$ cat src/rtl/alu_mul_seq_if.sv
// Bundle between the shift-add multiplier controller, its requester and the shared ALU.
interface alu_mul_seq_if #(
  parameter int unsigned WIDTH = 64
);
  logic             Start;
  logic [WIDTH-1:0] MulA;
  logic [WIDTH-1:0] MulB;
  logic             Busy;
  logic             Done;
  logic [WIDTH-1:0] Product;
  logic [WIDTH-1:0] AluA;
  logic [WIDTH-1:0] AluB;
  logic [3:0]       AluCtrl;
  logic [WIDTH-1:0] AluW;

  modport master (
    output Start, MulA, MulB, AluW,
    input  Busy, Done, Product, AluA, AluB, AluCtrl
  );

  modport slave (
    input  Start, MulA, MulB, AluW,
    output Busy, Done, Product, AluA, AluB, AluCtrl
  );
endinterface

$ cat src/rtl/alu_mul_seq.sv
// Iterative unsigned shift-add multiplier that borrows an external ALU in ADD mode,
// one partial-product accumulation per clock.
module alu_mul_seq #(
  parameter int unsigned WIDTH      = 64,
  parameter bit          EARLY_EXIT = 1'b1
) (
  input  logic          Clk,
  input  logic          Reset_L,
  alu_mul_seq_if.slave  bus
);

  localparam int unsigned CW = $clog2(WIDTH) + 1;
  localparam logic [3:0]  AluAdd = 4'h2;
  localparam logic [3:0]  AluNop = 4'h0;

  typedef enum logic [1:0] {StIdle, StRun, StDone} state_e;

  state_e           state_q, state_d;
  logic [WIDTH-1:0] p_q, p_d;
  logic [WIDTH-1:0] m_q, m_d;
  logic [WIDTH-1:0] q_q, q_d;
  logic [CW-1:0]    cnt_q, cnt_d;
  logic [WIDTH-1:0] product_q, product_d;

  always_ff @(posedge Clk or negedge Reset_L) begin
    if (!Reset_L) begin
      state_q   <= StIdle;
      p_q       <= '0;
      m_q       <= '0;
      q_q       <= '0;
      cnt_q     <= '0;
      product_q <= '0;
    end else begin
      state_q   <= state_d;
      p_q       <= p_d;
      m_q       <= m_d;
      q_q       <= q_d;
      cnt_q     <= cnt_d;
      product_q <= product_d;
    end
  end

  always_comb begin
    state_d   = state_q;
    p_d       = p_q;
    m_d       = m_q;
    q_d       = q_q;
    cnt_d     = cnt_q;
    product_d = product_q;
    unique case (state_q)
      StIdle: begin
        if (bus.Start) begin
          m_d     = bus.MulA;
          q_d     = bus.MulB;
          p_d     = '0;
          cnt_d   = '0;
          state_d = StRun;
        end
      end
      StRun: begin
        if (q_q[0]) begin
          p_d = bus.AluW;
        end
        m_d   = m_q << 1;
        q_d   = q_q >> 1;
        cnt_d = cnt_q + 1'b1;
        // Publish on the exit edge so Product already includes this cycle's add.
        if ((cnt_q == CW'(WIDTH - 1)) || (EARLY_EXIT && (q_d == '0))) begin
          product_d = p_d;
          state_d   = StDone;
        end
      end
      StDone: begin
        state_d = StIdle;
      end
      default: begin
        state_d = StIdle;
      end
    endcase
  end

  assign bus.Busy    = (state_q == StRun);
  assign bus.Done    = (state_q == StDone);
  assign bus.Product = product_q;
  assign bus.AluA    = p_q;
  assign bus.AluB    = m_q;
  assign bus.AluCtrl = (state_q == StRun) ? AluAdd : AluNop;

endmodule

$ cat src/flat_wrapper.sv
// flat-port wrapper written by rule: the top's interface ports become plain ports
module alu_mul_seq_flat 
#(
  parameter int unsigned WIDTH      = 64,
  parameter bit          EARLY_EXIT = 1'b1
)
  (Clk, Reset_L, bus_Start, bus_MulA, bus_MulB, bus_AluW, bus_Busy, bus_Done, bus_Product, bus_AluA, bus_AluB, bus_AluCtrl);
  alu_mul_seq_if #(.WIDTH(WIDTH)) bus_i ();
  input  logic Clk;
  input  logic Reset_L;
  input wire logic [$bits(bus_i.Start)-1:0] bus_Start;
  input wire logic [$bits(bus_i.MulA)-1:0] bus_MulA;
  input wire logic [$bits(bus_i.MulB)-1:0] bus_MulB;
  input wire logic [$bits(bus_i.AluW)-1:0] bus_AluW;
  output wire logic [$bits(bus_i.Busy)-1:0] bus_Busy;
  output wire logic [$bits(bus_i.Done)-1:0] bus_Done;
  output wire logic [$bits(bus_i.Product)-1:0] bus_Product;
  output wire logic [$bits(bus_i.AluA)-1:0] bus_AluA;
  output wire logic [$bits(bus_i.AluB)-1:0] bus_AluB;
  output wire logic [$bits(bus_i.AluCtrl)-1:0] bus_AluCtrl;
  assign bus_i.Start = bus_Start;
  assign bus_i.MulA = bus_MulA;
  assign bus_i.MulB = bus_MulB;
  assign bus_i.AluW = bus_AluW;
  assign bus_Busy = bus_i.Busy;
  assign bus_Done = bus_i.Done;
  assign bus_Product = bus_i.Product;
  assign bus_AluA = bus_i.AluA;
  assign bus_AluB = bus_i.AluB;
  assign bus_AluCtrl = bus_i.AluCtrl;
  alu_mul_seq #(.WIDTH(WIDTH), .EARLY_EXIT(EARLY_EXIT)) u_core (.Clk(Clk), .Reset_L(Reset_L), .bus(bus_i));
endmodule
$ cat config.mk
export PLATFORM = sky130hd
export DESIGN_NAME = alu_mul_seq_flat
export DESIGN_NICKNAME = d
export VERILOG_FILES = /design/src/rtl/alu_mul_seq_if.sv /design/src/rtl/alu_mul_seq.sv /design/src/flat_wrapper.sv
export SDC_FILE = /design/constraint.sdc
export NUM_CORES = 1
export LEC_CHECK = 0
export CELL_PAD_IN_SITES_DETAIL_PLACEMENT = 1
export CELL_PAD_IN_SITES_GLOBAL_PLACEMENT = 2
export CORE_MARGIN = 2
export CORE_UTILIZATION = 26
export DETAILED_ROUTE_END_ITERATION = 6
export GPL_TIMING_DRIVEN = 0
export PLACE_DENSITY = 0.73
export REMOVE_ABC_BUFFERS = 1
export SLEW_MARGIN = 40
export SYNTH_ARGS = -nofsm -noshare
export SYNTH_HDL_FRONTEND = slang
export SYNTH_SLANG_ARGS = --single-unit
$ cat constraint.sdc
create_clock -name Clk -period 2 [get_ports Clk]
set_clock_uncertainty 0.2 [all_clocks]
set_input_delay 0.4 -clock Clk [delete_from_list [all_inputs] [get_ports Clk]]
set_output_delay 0.4 -clock Clk [all_outputs]
set_load 0.005 [all_outputs]
==> results.sh <==
export IMPL_status="finished, violations left"
export IMPL_violations="setup timing"
export IMPL_grt_pass1_vias=11989
export IMPL_synth_top_flop_cell="dfrtp_1"
export IMPL_switching_power_mw=2.94
export IMPL_mostFrequentLayoutCells="dfrtp_1 (260), clkdlybuf4s50_1 (192), dlygate4sd2_1 (191)"
export IMPL_fin_cells=2193
export IMPL_max_clock_freq_ghz=0.384
export IMPL_drtAntennaViolNets=0
export IMPL_swShare_pct=23.0
export IMPL_cp_top_family="simple AND/OR/NAND/NOR gates"
export IMPL_yosysUniqueCellTypes=35
export IMPL_post_dp_cell_area_um2=17200
export IMPL_clkSinkCount=265
export IMPL_die_area_um2=49000
export IMPL_io_pins=393
export IMPL_async_flop_share_pct=100
export IMPL_p_int_mw=9.82
export IMPL_cts_root_buf="clkbuf_16"
export IMPL_ir_drop_uv=565
export IMPL_grt_max_degree=67
export IMPL_finalCriticalPeriod_ns=2.60
export IMPL_n_fill_cell=5021
export IMPL_crit_chain="nor4_2 -> nand4_1 -> nor3_2 -> nand2_2 -> a21oi_4 -> buf_6 -> buf_12 -> clkbuf_16 -> mux2_4"
export IMPL_syn_area_per_cell_um2=11.5
export IMPL_numPortBuffers=389
export IMPL_worst_setup_path_end_kind="flop"
export IMPL_drv_cap=0
export IMPL_syn_inst=1068
export IMPL_finalMaxSlewViolations=0
export IMPL_clk_pin_slew_ns=0.06
export IMPL_avgRoutedWirePerCell_um=23.3
export IMPL_crit_buf_inv=3
export IMPL_clock_path_buffers=3
export IMPL_final_common_cell="dfrtp_1"
export IMPL_clk_latency_ns=0.53
export IMPL_slowest_delay_ns=0.43
export IMPL_ys_ff_latch=265
export IMPL_ff2ff_path_depth=9
export IMPL_r2r_start="u_core.q_q[20]$_DFFE_PN0P_"
export IMPL_grt_pass1_wl_um=76900
export IMPL_area_delta_synth_final_pct=62.0
export IMPL_relSlewSlack_pct=60.4
export IMPL_routed_wl_um=51200
export IMPL_via_per_inst=5.00
export IMPL_path_max_fanout=7
export IMPL_seq_area_frac_synth_pct=54.0
export IMPL_nNetsFinal=1756
export IMPL_worstPathArrival_ns=2.82
export IMPL_worstMarginPinSlew_ns=0.594
export IMPL_vias=10962
export IMPL_finalSetupViolCount=116
export IMPL_start_util_pct=26.4
export IMPL_rsz0062_at_grt="true"
export IMPL_synth_edf_count=0
export IMPL_first_pass_iters=4
export IMPL_seqPwrFrac_pct=43.2
export IMPL_hp_class="in2async"
export IMPL_r2r_end="u_core.bus.Product[36]$_DFFE_PN0P_"
export IMPL_cp_slowest_cell="dfrtp_1"
export IMPL_drcViolationCount=0
export IMPL_clock_power_share_pct=48.8
export IMPL_worstSetupPathType="reg2reg"
export IMPL_r2r_slack_ns=-0.60
export IMPL_power_density_nw_per_um2=642
export IMPL_worst_setup_path_start_kind="flop"
export IMPL_grtUsageTotal_pct=20.2
export IMPL_core_um2=46600
export IMPL_pre_cts_ws_ns=-1.12
export IMPL_rows=79
export IMPL_h_tree_depth=2
export IMPL_gr_total_overflow=0
export IMPL_setup_ws_ns=-0.603
export IMPL_placed_cells=2002
export IMPL_final_util_pct=42.7
export IMPL_fin_area_um2=19900
export IMPL_cts_tree="done"
export IMPL_hold_viol_final=0
export IMPL_hold_ws_ns=0.159
export IMPL_antenna_found_initial=2
export IMPL_drive_above_1_share_pct=24.0
export IMPL_die_x_um=221
export IMPL_p_leak_nw=9.12
export IMPL_setup_tns_ns=-37.58
export IMPL_dp_hpwl_um=30800
export IMPL_syn_area_um2=12300
export IMPL_post_route_period_util_pct=130
export IMPL_power_mw=12.8
export IMPL_yosysWarnings=0
export IMPL_die_y_um=221
export IMPL_drtIter0Drc=449
export IMPL_cts_buffers=34
export IMPL_comb_power_share_pct=8.0
export IMPL_place_congestion=0.764
export IMPL_crit_required_ns=2.22
==> routing by layer <==
metal,track usage [%],wire [µm],vias up
met2,33.6,25000,263
met5,0,0,-
li1,-,-,4938
met3,3.88,2340,80
met4,6.39,1380,0
met1,26.4,22500,5681
==> synth_stat cells (4+ instances only) <==
master	n	area share, %
a21oi_1	71	2.9
a22o_1	66	4.7
a22oi_1	125	7.6
buf_1	12	0.37
buf_12	5	0.82
buf_2	5	0.20
buf_4	5	0.31
clkbuf_1	69	2.1
dfrtp_1	265	54
mux2_1	5	0.46
mux2_2	75	6.9
mux2_4	49	6.0
nand2_1	68	2.1
nand3_1	5	0.20
nand4_1	4	0.20
nor2b_1	72	3.7
nor4_1	14	0.71
o21ai_0	132	5.4
==> how the worst max path moves through the flow <==
| stage | start | end | slack (ns) | depth (start not counted) |
|---|---|---|---|---|
| 5_1_grt | u_core.q_q[20]$_DFFE_PN0P_ | u_core.bus.Product[50]$_DFFE_PN0P_ | -0.70 | 9 |
| 4_1_cts | u_core.q_q[34]$_DFFE_PN0P_ | u_core.bus.Product[34]$_DFFE_PN0P_ | -0.67 | 9 |
| 3_3_place_gp | Reset_L | u_core.bus.AluB[16]$_DFFE_PN0P_ | -12.27 | 1 |
| 2_1_floorplan | u_core.state_q[0]$_DFFE_PN0P_ | u_core.bus.AluA[0]$_DFFE_PN0P_ | -3.49 | 4 |
| 3_5_place_dp | u_core.state_q[0]$_DFFE_PN0P_ | u_core.bus.AluA[35]$_DFFE_PN0P_ | -1.12 | 9 |
| 6_report | u_core.q_q[20]$_DFFE_PN0P_ | u_core.bus.Product[36]$_DFFE_PN0P_ | -0.60 | 9 |
==> state kept, by name (all words and copies together) (netlist names) <==
name                cells
u_core.cnt_q            7
u_core.bus.AluB        64
u_core.q_q             64
u_core.bus.Product     64
u_core.bus.AluA        64
u_core.state_q          2
==> worst register-to-register path, stage by stage (launching register included) <==
cell	delay, ns
dfrtp_1	0.43
nor4_2	0.30
nand4_1	0.19
nor3_2	0.25
nand2_2	0.13
a21oi_4	0.23
buf_6	0.17
buf_12	0.15
clkbuf_16	0.16
mux2_4	0.29
==> repair_timing <==
| action | 4_1_cts | 5_1_grt |
|---|---|---|
| setup endpoints to repair | 450 | 277 |
| pin swaps | 10 | 45 |
| gates resized for setup | 285 | 48 |
| gates cloned | 19 | 8 |
| setup buffers | 101 | 13 |
| hold buffers | 1 | 0 |
| hold endpoints to repair | 147 | 0 |
==> power by group through the flow <==
stage / combinational (mW) / clock [mW] / sequential (mW)
CTS: 1.04 / 6.42 / 5.51
floorplan: 0.200 / 0 / 5.61
finish: 1.02 / 6.23 / 5.51
detailed placement: 1.05 / 0 / 5.61
global placement: 0.989 / 0 / 5.61
global route: 1.11 / 6.63 / 5.52
==> area by class of cell <==
class	count	area, µm²	share of cell area (%)
antenna	3	7.51	0.0378
multi-input combinational	708	5390	27.1
tap	607	759	3.82
sequential	265	6650	33.4
clock inverter	8	93.8	0.472
clock buffer	51	1020	5.11
timing repair inverter	1	8.76	0.0440
timing repair buffer	548	5940	29.9
inverter	2	23.8	0.120
==> kinds of logic after synthesis <==
| family | count (synthesis) | share of synthesized area [%] |
|---|---|---|
| buffers and inverters | 99 | 3.99 |
| other | 1 | 0.0305 |
| DFF | 265 | 54.0 |
| adders and majority gates | 1 | 0.102 |
| AOI/OAI and AO/OA | 398 | 20.9 |
| muxes | 129 | 13.3 |
| and+or+nand+nor | 175 | 7.58 |
Note: power is estimated with default switching activity, not from simulation.
